$ cat config.mk
export PLATFORM = sky130hd
export DESIGN_NAME = mem_port_arbiter
export DESIGN_NICKNAME = d
export VERILOG_FILES = /design/src/rtl/mem_port_arbiter.sv
export SDC_FILE = /design/constraint.sdc
export NUM_CORES = 1
export LEC_CHECK = 0
export ABC_AREA = 0
export BUFFER_PORTS_ARGS = -buffer_cell sky130_fd_sc_hd__buf_2
export CORE_MARGIN = 2
export CORE_UTILIZATION = 47
export DETAILED_ROUTE_END_ITERATION = 12
export PLACE_DENSITY = 0.8
export SYNTH_ARGS = -nofsm -noshare
export SYNTH_HDL_FRONTEND = slang
export SYNTH_SLANG_ARGS = --single-unit
$ cat constraint.sdc
create_clock -name clk -period 2.15 [get_ports clk]
set_input_delay 0.43 -clock clk [delete_from_list [all_inputs] [get_ports clk]]
set_output_delay 0.43 -clock clk [all_outputs]
set_load 0.02 [all_outputs]
$ cat src/rtl/mem_port_arbiter.sv
// mem_port_arbiter: shares one single-port RAM between an instruction fetch
// port and a data port. Data requests win over fetches in IDLE, an access in
// flight is never preempted, and every RAM access is bounded by a wait
// counter that aborts it after TIMEOUT cycles without an acknowledge.
//
// Handshake: a core port requests by holding *_ren/*_wen high; it sees its
// access as finished when its stall drops (done flag set) and releases the
// result by pulsing core_adv. On the RAM side ram_cs is the request and
// ram_ack the completion; ram_ack is ignored unless ram_cs=1, and ram_addr /
// ram_wdata / ram_we are held constant for the whole time ram_cs=1.
module mem_port_arbiter #(
  parameter int TIMEOUT = 16
) (
  input  logic        clk,
  input  logic        rst,
  input  logic        inst_ren,
  input  logic [31:0] inst_addr,
  output logic [31:0] inst_data,
  output logic        inst_stall,
  input  logic        mem_ren,
  input  logic        mem_wen,
  input  logic [31:0] mem_addr,
  input  logic [31:0] mem_dout,
  output logic [31:0] mem_din,
  output logic        mem_stall,
  input  logic        core_adv,
  output logic        ram_cs,
  output logic        ram_we,
  output logic [31:0] ram_addr,
  output logic [31:0] ram_wdata,
  input  logic [31:0] ram_rdata,
  input  logic        ram_ack,
  output logic        err_timeout,
  output logic [1:0]  state_dbg
);

  typedef enum logic [1:0] {
    IDLE = 2'd0,
    DATA = 2'd1,
    INST = 2'd2
  } state_t;

  // Last wait-counter value before an unacknowledged access is aborted.
  localparam logic [7:0] WAIT_LAST = 8'(TIMEOUT - 1);

  state_t     state;
  logic [7:0] wait_cnt;
  logic       data_done;
  logic       inst_done;
  logic       mem_req;

  assign mem_req    = mem_ren | mem_wen;
  assign mem_stall  = mem_req & ~data_done;
  assign inst_stall = inst_ren & ~inst_done;
  assign state_dbg  = state;

  // Arbitration FSM with registered RAM strobes, results and done flags.
  always_ff @(posedge clk or negedge rst) begin
    if (!rst) begin
      state       <= IDLE;
      ram_cs      <= 1'b0;
      ram_we      <= 1'b0;
      ram_addr    <= '0;
      ram_wdata   <= '0;
      inst_data   <= '0;
      mem_din     <= '0;
      data_done   <= 1'b0;
      inst_done   <= 1'b0;
      wait_cnt    <= '0;
      err_timeout <= 1'b0;
    end else begin
      // Pipeline advance consumes completed results; a completion in the
      // same cycle overrides this below because the later assignment wins.
      if (core_adv) begin
        data_done <= 1'b0;
        inst_done <= 1'b0;
      end

      case (state)
        IDLE: begin
          if (mem_req && !data_done) begin
            ram_cs    <= 1'b1;
            ram_we    <= mem_wen;
            ram_addr  <= mem_addr;
            ram_wdata <= mem_dout;
            wait_cnt  <= '0;
            state     <= DATA;
          end else if (inst_ren && !inst_done) begin
            ram_cs   <= 1'b1;
            ram_we   <= 1'b0;
            ram_addr <= inst_addr;
            wait_cnt <= '0;
            state    <= INST;
          end
        end

        DATA: begin
          if (ram_ack) begin
            ram_cs    <= 1'b0;
            ram_we    <= 1'b0;
            if (!ram_we) mem_din <= ram_rdata;
            data_done <= 1'b1;
            state     <= IDLE;
          end else if (wait_cnt == WAIT_LAST) begin
            // Aborted read returns zero; an aborted write keeps mem_din.
            ram_cs      <= 1'b0;
            ram_we      <= 1'b0;
            if (!ram_we) mem_din <= '0;
            data_done   <= 1'b1;
            err_timeout <= 1'b1;
            state       <= IDLE;
          end else begin
            wait_cnt <= wait_cnt + 8'd1;
          end
        end

        INST: begin
          if (ram_ack) begin
            ram_cs    <= 1'b0;
            inst_data <= ram_rdata;
            inst_done <= 1'b1;
            state     <= IDLE;
          end else if (wait_cnt == WAIT_LAST) begin
            ram_cs      <= 1'b0;
            inst_data   <= '0;
            inst_done   <= 1'b1;
            err_timeout <= 1'b1;
            state       <= IDLE;
          end else begin
            wait_cnt <= wait_cnt + 8'd1;
          end
        end

        default: begin
          ram_cs <= 1'b0;
          ram_we <= 1'b0;
          state  <= IDLE;
        end
      endcase
    end
  end

endmodule

; After elaboration in Yosys (flattened, before gate mapping)
; Index checks and enable logic that the tools add are counted.
[classes]
addsub = 1
n_mul = 0
n_div = 0
order_cmp = 0
n_eq_ne = 10
shifts = 0
muxes = 34
n_bitwise = 7
reduce_logical = 17
[op_table]
columns = op, count
row1 = two-way mux 32 bit, 8
row2 = two-way mux 8 bit, 4
row3 = one-hot mux 8 bit (2 select lines), 1
row4 = two-way mux 1 bit, 14
row5 = "adder 8 x 1 -> 8 bit, second input constant", 1
row6 = "equality test 8 x 4 -> 1 bit, second input constant", 1
row7 = two-way mux 2 bit, 4
row8 = "inequality test 2 bit, second input constant", 4
row9 = AND reduction 2 bit, 4
row10 = AND reduction 4 bit, 2
row11 = "inequality test 3 bit, second input constant", 2
row12 = AND reduction 3 bit, 2
row13 = nonzero test 2 bit, 3
row14 = inverter 1 bit, 4
row15 = one-hot mux 2 bit (2 select lines), 1
row16 = "inequality test 3 x 1 -> 1 bit, second input constant", 1
row17 = one-hot mux 1 bit (3 select lines), 1
row18 = bitwise AND 1 bit, 2
row19 = "equality test 2 x 1 -> 1 bit, second input constant", 1
row20 = "equality test 2 bit, second input constant", 1
row21 = logical AND 1 bit, 2
row22 = zero test 1 bit, 2
row23 = zero test 2 bit, 1
row24 = one-hot mux 1 bit (2 select lines), 1
row25 = 2 further kinds, 2
[totals]
ff_bits = 143
latch_bits = 0
ramBits = 0
rom_bits = 0
in_bits = 135
out_inout_bits = 135
wordCells = 80
n_memories = 0

; Logic depth before layout (Yosys ltp)
[depth]
word_depth = 5
ltp_mapped = 8

; Worst setup path after synthesis
; No wires, ideal clock.
[synth_timing]
kind = register -> register
startpoint = register state[0], in the netlist state_dbg[0]
endpoint = register wait_cnt[4]
setup_time_ps = 122
t_arrival_ps = 1956
required_ps = 2028
path_slack_ps = 73
stages_incl_launch_ff = 9
path_cell_list = dfrtp_1 > inv_1 > ha_1 > buf_2 > nor4b_1 > a22oi_1 > and2_1 > buf_2 > a32o_1
[synth_between]
elab_chain_len = 4
word_cells_on_any_way = 10
classes_between = eq/ne: 5 / mux: 1 / reduce/logical: 4
[synth_rtl]
columns = element, line_no
row1 = "start, declared", 46  ; state_t state;
row2 = "start signal, assigned", 60  ; state <= IDLE;
row3 = "start signal, assigned", 87  ; state <= DATA;
row4 = "start signal, assigned", 93  ; state <= INST;
row5 = equality test 2 bit / equality test 2 x 1 -> 1 bit (equally long branches), 79  ; case (state)
row6 = OR reduction 2 bit (no line), --
row7 = inequality test 2 bit (no line) / nonzero test 2 bit (equally long branches), --
row8 = AND reduction 4 bit (no line), --
row9 = "end signal, assigned", 113  ; wait_cnt <= wait_cnt + 8'd1;
row10 = "end signal, assigned", 130  ; wait_cnt <= wait_cnt + 8'd1;
row11 = "end, declared", 47  ; logic [7:0] wait_cnt;
; Parallel ways exist; a longest one is shown, timed or not.
; A chain may end at the register's enable or synchronous reset.

; Final worst setup path
[layout_timing]
startpoint = register state[0], in the netlist state_dbg[0]
endpoint = register state[1], in the netlist state_dbg[1]
[layout_between]
elab_chain_len = 4
word_cells_on_any_way = 8
classes_between = eq/ne: 4 / mux: 1 / reduce/logical: 3
[layout_rtl]
columns = element, line_no
row1 = equality test 2 bit / equality test 2 x 1 -> 1 bit (equally long branches), 79
row2 = OR reduction 2 bit (no line), --
row3 = inequality test 3 x 1 -> 1 bit (no line), --
row4 = AND reduction 2 bit (no line), --
; Parallel ways exist; a longest one is shown, timed or not.

==> metrics.cfg <==
[status]
status = finished clean

[worst_hold_path]
hp-start = core_adv
hp-class = in2reg
min_path_cells = 2
hold_path_end = data_done

[power_and_ir_drop]
pwr-share-comb = 0.426
leakage_nw = 4.30
clock_power_share = 0.239
pwr-share-seq = 0.335
ir_worst_vdd_v = 0.000812
p_sw_mw = 5.28
p_sw_frac = 0.384
power_mw = 13.7
internal_power_mw = 8.46
p_per_area_mw_per_mm2 = 1640

[setup_path]
cp_cell_sequence = inv_1 > ha_1 > buf_4 > inv_1 > a211oi_2 > nor2_1 > a22o_1
worstRegToRegCells = 7
critical_path.max_stage_delay_ns = 0.48
startpoint_type = flip-flop
rr_startpoint = state_dbg[0]
crit_arrival_ns = 2.30
reg2reg_to = state_dbg[1]
cp-end-kind = flip-flop
cp_common_cell = inv_1
path_buf_inv = 3
cp.required_ns = 2.44
cp_top_family = compound AO/OA/AOI/OAI gates
r2r_setup_slack_ns = 0.14
crit_type = reg2reg
slowest_stage = a211oi_2
path_max_fanout = 7

[die]
num_io_pins = 270
dieArea_sq_mm = 0.0138
die_h_um = 118
die_x_um = 118
design.core.area_sq_mm = 0.0126
rows = 41
initial_utilization = 0.481

[route]
drtIter0Drc = 257
num_vias = 4883
finalWirelength_um = 15500
wl_per_cell_um = 16.5
ant_nets = 0
via_per_inst = 5.19
drc = 0
dr.pass1.iters = 4

[yosys]
synth.avg_cell_area_sq_um = 12.5
synth_top_family_by_area = multiplexers
synth.distinct_cells = 40
synth-seq-cells = 143
synth_fp_nets = 627
synth-edff-count = 0
synth_compound_area_frac = 0.108
seq_area_frac_synth = 0.590
synthCells = 487
yosys_warnings = 0
synthMuxAreaShare = 0.172
synthXorXnorAreaFrac = 0
synth_fa_ha_area_frac = 0.0103
async_flop_share = 1.00
yosys.area_share.simple = 0.0774
synthFlopType = dfrtp_1
synth_area_sq_mm = 0.00607

[finish]
final_nets = 896
mostFrequentLayoutCell = buf_2
fillCellCount = 953
final_cell_mix = 268 x buf_2, 143 x dfrtp_1, 54 x nand2_1
diodes = 0
layout-drive-gt1-share = 0.466
syn2layout_area_growth_pct = 37.7
final_area_sq_mm = 0.00836

[timing]
setup_viol_count_final = 0
fin_worst_hold_slack_ns = 0.203
finClkSkew_ns = 0.00887
hold_viol = 0
timing.final.crit_share = 0.935
timing.fmax_mhz = 497
finalMaxSlewViolations = 0
slew_headroom = 0.644
tightest_slew_ns = 0.534
period_needed_ns = 2.01

[clock_tree]
clk-insertion-delay-late_ns = 0.41
cts_buffers = 17
cts_buffer_depth = 2
cts_tree = yes
cts_root_buf = clkbuf_16
path_clk_slew_ns = 0.06
ctsHtreeMaxLevel = 4
clock_sinks = 143

[place]
io_buffers = 269
dp_hpwl_um = 11300
gp_routability_congestion = 0.839
dpl-instance-area_sq_mm = 0.00766

[job]
cap_violations = 0

[grt]
grt_start_max_net_pins = 66
grt_use_total = 0.230
grt.overflow.total = 0
grt_pass1_wl_um = 25300
antenna_found_initial = 0
grt_pass1_vias = 4986

-- synthesized netlist by cell type, drive strengths merged (2+ instances only) --
cell type	instances	area [sq um]
a21o	3	22.5
a22o	20	175
a31oi	3	25.0
a32o	15	150
and2	20	125
and3	3	18.8
buf	21	120
clkbuf	11	41.3
dfrtp	143	3580
ha	5	62.6
inv	24	90.1
mux2	52	586
mux2i	46	460
nand2	54	203
nand2b	2	12.5
nand3	3	15.0
nand4	2	12.5
nor2	6	22.5
nor3	2	15.0
o211ai	2	15.0
o21ai	36	180
o221ai	2	17.5
o2bb2ai	2	17.5
-- per-stage QoR --
| stage | setup slack, ns | setup TNS (ns) | util | std cells |
|---|---|---|---|---|
| 6_report | 0.139 | 0 | 0.662 | 940 |
| 5_1_grt | -0.00885 | -0.00885 | 0.662 | 940 |
| 4_1_cts | 0.0813 | 0 | 0.661 | 940 |
| 3_5_place_dp | 0.0905 | 0 | 0.607 | 908 |
| 3_3_place_gp | 0.189 | 0 | 0.607 | 908 |
| 2_1_floorplan | 0.0728 | 0 | - | 487 |
-- worst register-to-register path, cell delays in order, from the launching register on --
cell      delay (ns)
dfrtp_1         0.42
inv_1           0.08
ha_1            0.32
buf_4           0.16
inv_1           0.11
a211oi_2        0.48
nor2_1          0.12
a22o_1          0.21
-- kinds of logic after synthesis --
logic type	count (synthesis)
AOI/OAI and AO/OA	89
buffers and inverters	56
DFF	143
and+or+nand+nor	96
muxes	98
adders and majority gates	5
-- per-layer routing --
metal | global-route usage | part of all wire | vias up
met5 | 0 | 0 | -
met4 | 0.0828 | 0.022 | 0
met3 | 0.0640 | 0.067 | 31
met2 | 0.394 | 0.50 | 225
met1 | 0.278 | 0.41 | 2378
li1 | - | - | 2249
-- worst max-delay path by stage --
stage | startpoint | to | slack (ns) | depth (start not counted)
after floorplan | state_dbg[0] | wait_cnt[4] | 0.07 | 8
after global placement | wait_cnt[0] | mem_din[13] | 0.19 | 6
after detailed placement | state_dbg[0] | wait_cnt[4] | 0.09 | 6
after CTS | state_dbg[0] | wait_cnt[4] | 0.08 | 6
after global routing | state_dbg[0] | state_dbg[1] | -0.009 | 7
final | state_dbg[0] | state_dbg[1] | 0.14 | 7
-- state kept, by name (all words and copies together) (netlist names), 2 cells and up --
signal,cells
wait_cnt,8
ram_addr,32
inst_data,32
state_dbg,2
ram_wdata,32
mem_din,32
-- area by class of cell --
class                           instances  area [sq um]  area share
Clock inverter                          9           179      0.0214
Sequential cell                       143          3580       0.428
Clock buffer                           22           494      0.0591
Tap cell                              172           215      0.0258
Timing Repair Buffer                  282          1530       0.183
Inverter                               24          90.1      0.0108
Multi-Input combinational cell        288          2270       0.272
-- power groups by stage --
| stage | combinational [mW] | sequential, mW | clock, mW |
|---|---|---|---|
| after detailed placement | 5.87 | 4.63 | 0 |
| after global routing | 6.28 | 4.76 | 3.48 |
| after CTS | 5.88 | 4.61 | 3.34 |
| after floorplan | 2.28 | 6.06 | 0 |
| final | 5.85 | 4.61 | 3.28 |
| after global placement | 5.70 | 4.56 | 0 |
-- timing repair --
item | 4_1_cts | 5_1_grt
resized for setup | 0 | 3
endpoints found under the hold margin | 50 | 0
setup buffers | 0 | 0
setup endpoints to repair | 0 | 3
hold buffers | 1 | 0
Power figures use the tool's default switching activity.
